$ cat src/rtl/reg_scoreboard.sv
// Issue-stage register scoreboard: counts outstanding writes per register and
// releases an instruction only when none of its sources has a write pending.
package reg_scoreboard_pkg;
  typedef logic [4:0] rv_reg_t;

  typedef struct packed {
    logic        enable;
    rv_reg_t     which_register;
    logic [31:0] value;
  } reg_write_control_t;
endpackage

module reg_scoreboard
  import reg_scoreboard_pkg::*;
#(
  parameter int NUM_REGS     = 32,
  parameter int MAX_INFLIGHT = 4,
  parameter int CNT_W        = 2
) (
  input  logic               clock,
  input  logic               reset,
  input  logic               in_valid,
  output logic               in_ready,
  input  rv_reg_t            in_rs1,
  input  rv_reg_t            in_rs2,
  input  logic               in_rs1_used,
  input  logic               in_rs2_used,
  input  rv_reg_t            in_rd,
  input  logic               in_rd_write,
  output rv_reg_t            rf_rs1,
  output rv_reg_t            rf_rs2,
  output logic               out_valid,
  input  logic               out_ready,
  output rv_reg_t            out_rd,
  output logic               out_rd_write,
  input  reg_write_control_t wb_control,
  input  logic               kill_valid,
  input  rv_reg_t            kill_rd
);
  localparam int               INF_W    = 4;
  localparam logic [CNT_W-1:0] PEND_SAT = '1;
  localparam logic [INF_W-1:0] INF_MAX  = INF_W'(MAX_INFLIGHT);

  logic [CNT_W-1:0] pend [NUM_REGS];
  logic [INF_W-1:0] inflight;
  rv_reg_t          held_rs1;
  rv_reg_t          held_rs2;
  logic             hazard;
  logic             out_free;
  logic             acc;
  logic             inc;
  logic             wb;
  logic             kl;

  // Decrements are gated on a nonzero counter so stale writebacks or kills
  // arriving right after a reset cannot wrap the counters.
  always_comb begin
    hazard   = (in_rs1_used && pend[in_rs1] != '0)
            || (in_rs2_used && pend[in_rs2] != '0)
            || (in_rd_write && in_rd != '0
                && (pend[in_rd] == PEND_SAT || inflight == INF_MAX));
    out_free = !out_valid || out_ready;
    in_ready = !reset && out_free && !hazard;
    acc      = in_valid && in_ready;
    inc      = acc && in_rd_write && in_rd != '0;
    wb       = wb_control.enable && wb_control.which_register != '0
            && pend[wb_control.which_register] != '0;
    kl       = kill_valid && kill_rd != '0 && pend[kill_rd] != '0;
    rf_rs1   = acc ? in_rs1 : held_rs1;
    rf_rs2   = acc ? in_rs2 : held_rs2;
  end

  always_ff @(posedge clock) begin
    if (reset) begin
      for (int r = 0; r < NUM_REGS; r++) begin
        pend[r] <= '0;
      end
      inflight     <= '0;
      out_valid    <= 1'b0;
      out_rd       <= '0;
      out_rd_write <= 1'b0;
      held_rs1     <= '0;
      held_rs2     <= '0;
    end else begin
      pend[0] <= '0;
      for (int r = 1; r < NUM_REGS; r++) begin
        pend[r] <= pend[r]
                 + CNT_W'(inc && in_rd == rv_reg_t'(r))
                 - CNT_W'(wb && wb_control.which_register == rv_reg_t'(r))
                 - CNT_W'(kl && kill_rd == rv_reg_t'(r));
      end
      inflight <= inflight + INF_W'(inc) - INF_W'(wb) - INF_W'(kl);

      // Held addresses keep the register file re-reading the issued
      // operands for as long as downstream stalls.
      if (acc) begin
        out_valid    <= 1'b1;
        out_rd       <= in_rd;
        out_rd_write <= in_rd_write;
        held_rs1     <= in_rs1;
        held_rs2     <= in_rs2;
      end else if (out_ready) begin
        out_valid <= 1'b0;
      end
    end
  end
endmodule

$ cat config.mk
export PLATFORM = sky130hd
export DESIGN_NAME = reg_scoreboard
export DESIGN_NICKNAME = d
export VERILOG_FILES = /design/src/rtl/reg_scoreboard.sv
export SDC_FILE = /design/constraint.sdc
export NUM_CORES = 1
export LEC_CHECK = 0
export CORE_ASPECT_RATIO = 1.2
export CORE_MARGIN = 3
export CORE_UTILIZATION = 52
export CTS_CLUSTER_SIZE = 16
export DETAILED_ROUTE_END_ITERATION = 10
export DONT_BUFFER_PORTS = 1
export GPL_ROUTABILITY_DRIVEN = 0
export PLACE_DENSITY = 0.67
export REMOVE_ABC_BUFFERS = 1
export SETUP_SLACK_MARGIN = 0.15
export SKIP_CTS_REPAIR_TIMING = 1
export SKIP_LAST_GASP = 1
export SLEW_MARGIN = 40
export SYNTH_ARGS = -nofsm -noshare
export SYNTH_HDL_FRONTEND = slang
export SYNTH_SLANG_ARGS = --single-unit
$ cat constraint.sdc
create_clock -name clock -period 4.5 [get_ports clock]
set_input_delay 0 -clock clock [delete_from_list [all_inputs] [get_ports clock]]
set_output_delay 0 -clock clock [all_outputs]
set_load 0.05 [all_outputs]
Word level (Yosys, flattened, before mapping) --
Memory sizes are Yosys's and may differ from the RTL's. Cells that the tools add are included.
Cells by class: multiplexer cells 39, add/subtract/negate cells 96, reduce and logical (&&, ||, !) cells 121, eq/ne operators 95, bitwise gates (word level) 32
Operators with widths (number):
- == test 5 bit (second input constant) | 48
- subtractor 2 x 1 -> 2 bit | 62
- == test 5 x 4 -> 1 bit (second input constant) | 24
- logical AND 1 bit | 106
- two-way mux 2 bit | 32
- adder 2 x 1 -> 2 bit | 31
- == test 5 x 3 -> 1 bit (second input constant) | 12
- bitwise OR 1 bit | 32
- == test 5 x 2 -> 1 bit (second input constant) | 6
- == test 5 x 1 -> 1 bit (second input constant) | 3
- nonzero test 5 bit | 3
- two-way mux 5 bit | 2
- nonzero test 2 bit | 5
- subtractor 4 x 1 -> 4 bit | 2
- two-way mux 1 bit | 5
- adder 4 x 1 -> 4 bit | 1
- == test 4 x 3 -> 1 bit (second input constant) | 1
- logical OR 1 bit | 4
- logical NOT 1 bit | 3
- == test 2 bit (second input constant) | 1
Word-level totals: output and inout port bits 18, memories kept 1, word-level logic and storage cells 390, register bits 21, bits in writable memories 64, bits of input ports 66
Memories:
- pend | depth 32, width 2, rd ports 36, clocked after Yosys merged registers in 0, write ports 32, RTL line 44 | logic [CNT_W-1:0] pend [NUM_REGS];

Logic depth before layout (Yosys ltp) --
An unclocked memory read counts as a cell.
word-level depth 15, gate-level depth with buffers 18, mapped depth without buffers 15

Worst setup path before layout --
Ideal clock, no wire load.
path type register to register, start memory pend[24][1], end memory pend[15][1], path slack 998 ps, data arrival time 3374 ps, required time 4372 ps, stages on the path, launching flop included 16, path through dfxtp_1 -> nor2_1 -> mux4_2 -> o2111ai_1 -> or4b_4 -> or4_1 -> buf_4 -> nor3_4 -> buf_6 -> nand4_1 -> fa_1 -> inv_1 -> ha_1 -> xor2_1 -> xnor2_1 -> nor2_1
RTL lines (RTL line):
- from (decl) | 44

==> flow_metrics.py <==
metrics = {
    "setup_path": {
        "crit_fanout": 10,
        "path_class": "register to register",
        "cp-end-kind": "register",
        "start_kind": "register",
        "critPathArrivalTime_ns": 4.54,
        "crit_required_ns": 4.74,
    },
    "die": {
        "fp-row-count": 45,
        "die_w_microns": 110,
        "dieArea_sq_um": 14500,
        "start_util": 0.533,
        "coreArea_sq_um": 12700,
        "die_h_microns": 131,
        "ioPinCount": 84,
    },
    "logic_synthesis": {
        "synthMuxAreaShare": 0.115,
        "synthFlopType": "dfxtp_1",
        "synth_compound_area_frac": 0.0885,
        "syn_area_per_cell_sq_um": 8.88,
        "synth_area_sq_um": 6780,
        "yosys.area_share.adder": 0.162,
        "synth_top_area_frac": 0.245,
        "synth_edf_count": 0,
        "async_flop_share": 0,
        "ys_seq_area_frac": 0.245,
        "netlist_top_cells_area": "dfxtp_1 (24%), fa_1 (9.7%), mux4_2 (9.3%), xnor2_1 (6.6%), ha_1 (6.5%)",
        "ys_ff_latch": 83,
        "synth_xor_area_frac": 0.0813,
        "synthDistinctLibCells": 67,
        "synth_top_family_by_area": "simple AND/OR/NAND/NOR gates",
        "synth_simple_gate_area_frac": 0.258,
        "ys_warn_count": 0,
        "synthCells": 764,
        "yosys.area.top_type": "dfxtp_1",
    },
    "drt": {
        "wl_per_cell_microns": 22.3,
        "ant_nets": 0,
        "routed_via_density": 6.59,
        "drc": 0,
        "dr.first_iter.drc_count": 806,
        "num_vias": 6175,
        "totalWireLength_microns": 20900,
        "firstDrtPassIters": 5,
    },
    "power": {
        "leakage_nw": 2.97,
        "seq_power_share": 0.424,
        "intPower_w": 0.00132,
        "combinationalPowerShare": 0.161,
        "swShare": 0.288,
        "power_density_nw_per_um2": 248,
        "power_frac_clock": 0.415,
        "p_sw_w": 0.000533,
        "ir_drop_mv": 0.215,
    },
    "final_layout": {
        "drive_above_1_share": 0.0996,
        "n_fill_cell": 1094,
        "num-nets-final": 902,
        "syn_to_final_growth_pct": 10.4,
        "antennaDiodeCount": 0,
    },
    "clock_tree": {
        "cts_tree": "built",
        "clock-root-buffer": "clkbuf_16",
        "clock_sinks": 83,
        "clk_pin_slew_ns": 0.06,
        "clk_latency_ns": 0.36,
        "cts_buffer_depth": 2,
        "htree_num_levels": 3,
        "cts_buffers": 9,
    },
    "sta": {
        "setup_viol": 0,
        "hold_violations": 0,
        "rsz0062_at_grt": "false",
        "period_minus_slack_ns": 4.29,
        "clock_skew_ns": 0.00900,
        "slew_viol_final": 0,
        "finalCritPeriodShare": 0.954,
        "final.setup.tns_ns": 0,
        "slew_headroom": 0.349,
        "fmax_mhz": 233,
        "holdWs_ns": 0.00159,
        "worstMarginPinSlew_ns": 0.975,
    },
    "place": {
        "io_buffers": 0,
        "hpwlAfterDp_microns": 14900,
    },
    "status": {
        "status": "complete, no violations",
    },
    "grt": {
        "antenna_found_initial": 0,
        "grt_pass1_wl_microns": 31100,
        "track_usage": 0.282,
        "grt_pass1_vias": 5724,
        "grt-ovfl-total": 0,
        "grt_max_degree": 85,
    },
    "worst_hold_path": {
        "hold_path.class": "input pin to register",
    },
    "run": {
        "maxCapViolations": 0,
    },
}
-- through the flow --
step | utilization | cell area (sq um) | setup slack (ns) | instances | power, W
finish | 0.589 | 7490 | 0.205 | 937 | 0.00185
global route | 0.589 | 7490 | 0.150 | 937 | 0.00192
CTS | 0.560 | 7130 | 0.342 | 903 | 0.00183
detailed placement | 0.537 | 6830 | 0.344 | 887 | 0.00106
global placement | 0.537 | 6830 | 0.427 | 887 | 0.00106
floorplan | - | 6550 | 0.645 | 713 | 0.00100
-- path summary, 6_finish.rpt --
kind	startpoint	slack (ns)	cells after the start	endpoint
hold reg to reg	pend[31][1]	0.53	2	pend[31][1]
setup / recovery	pend[1][0]	0.21	12	pend[30][0]
hold / removal	reset	0.002	2	pend[8][1]
setup reg to reg	pend[1][0]	0.21	12	pend[30][0]
-- registers in the layout (all words and copies together), names as in the netlist --
name          count
out_rd            5
held_rs2          5
out_rd_write      1
pend             62
inflight          4
out_valid         1
held_rs1          5
-- power by group through the flow --
| stage | logic, W | clock network, W | registers, W |
|---|---|---|---|
| detailed placement | 0.000261 | 0 | 0.000803 |
| finish | 0.000299 | 0.000769 | 0.000786 |
| CTS | 0.000263 | 0.000780 | 0.000786 |
| global placement | 0.000254 | 0 | 0.000802 |
| global route | 0.000323 | 0.000813 | 0.000789 |
| floorplan | 0.000202 | 0 | 0.000799 |
-- cells in the final DEF (no fill, tap or decap), types with 6 or more instances in the layout --
master / count
dlygate4sd3_1: 33
dfxtp_1: 83
nand4_1: 7
or3_1: 14
and2_1: 7
nor3_1: 23
nor2_1: 90
mux4_2: 28
a21oi_1: 26
mux2i_1: 9
o211ai_1: 6
nor4_1: 18
ha_1: 35
inv_1: 26
clkbuf_16: 9
o2111ai_1: 6
or2_2: 7
xnor2_1: 51
fa_1: 33
nand2b_1: 10
buf_4: 10
o21ai_0: 22
and3_1: 8
nand3_1: 35
nand2_1: 53
nor2b_1: 41
xor2_1: 12
-- layer usage --
metal | global-route usage | vias up | share of wire
met5 | 0 | - | 0
met4 | 0.160 | 0 | 0.061
met3 | 0.0644 | 103 | 0.11
met2 | 0.424 | 423 | 0.45
met1 | 0.368 | 2945 | 0.38
li1 | - | 2704 | -
-- critical path, cell delays in order, from the launching register on --
cell	delay (ns)
dfxtp_1	0.47
mux2i_1	0.11
mux4_2	0.49
a2111oi_1	0.85
a31o_2	0.30
nor4_4	0.07
nand2_2	0.16
buf_4	0.22
nor4_1	0.08
fa_1	0.48
ha_1	0.29
nor2b_1	0.12
dlygate4sd3_1	0.54
-- logic make-up after synthesis --
family,after synthesis
AND/OR/NAND/NOR,338
AO/OA/AOI/OAI,91
flip-flops,83
buffers and inverters,79
adder cells (fa/ha/maj),68
XOR/XNOR,63
multiplexers,42
-- synthesized netlist by cell type (6+ instances only) --
master     number
nor2_1         90
dfxtp_1        83
nand2_1        53
xnor2_1        51
nor2b_1        41
ha_1           35
nand3_1        35
fa_1           33
clkbuf_1       28
mux4_2         28
a21oi_1        26
inv_1          26
nor3_1         23
o21ai_0        22
nor4_1         18
or3_1          14
xor2_1         12
buf_2          11
nand2b_1       10
and3_1          9
mux2i_1         9
and2_1          7
nand4_1         7
or2_2           7
buf_1           6
o2111ai_1       6
o211ai_1        6
-- layout make-up --
type                            instances  area (sq um)  area share
Clock buffer                           10           239      0.0319
Clock inverter                          6          65.1     0.00868
Inverter                               28           105      0.0140
Multi-Input combinational cell        602          4780       0.638
Sequential cell                        83          1660       0.222
Tap cell                              164           205      0.0274
Timing Repair Buffer                   44           433      0.0578
Note: power is estimated with default switching activity, not from simulation.
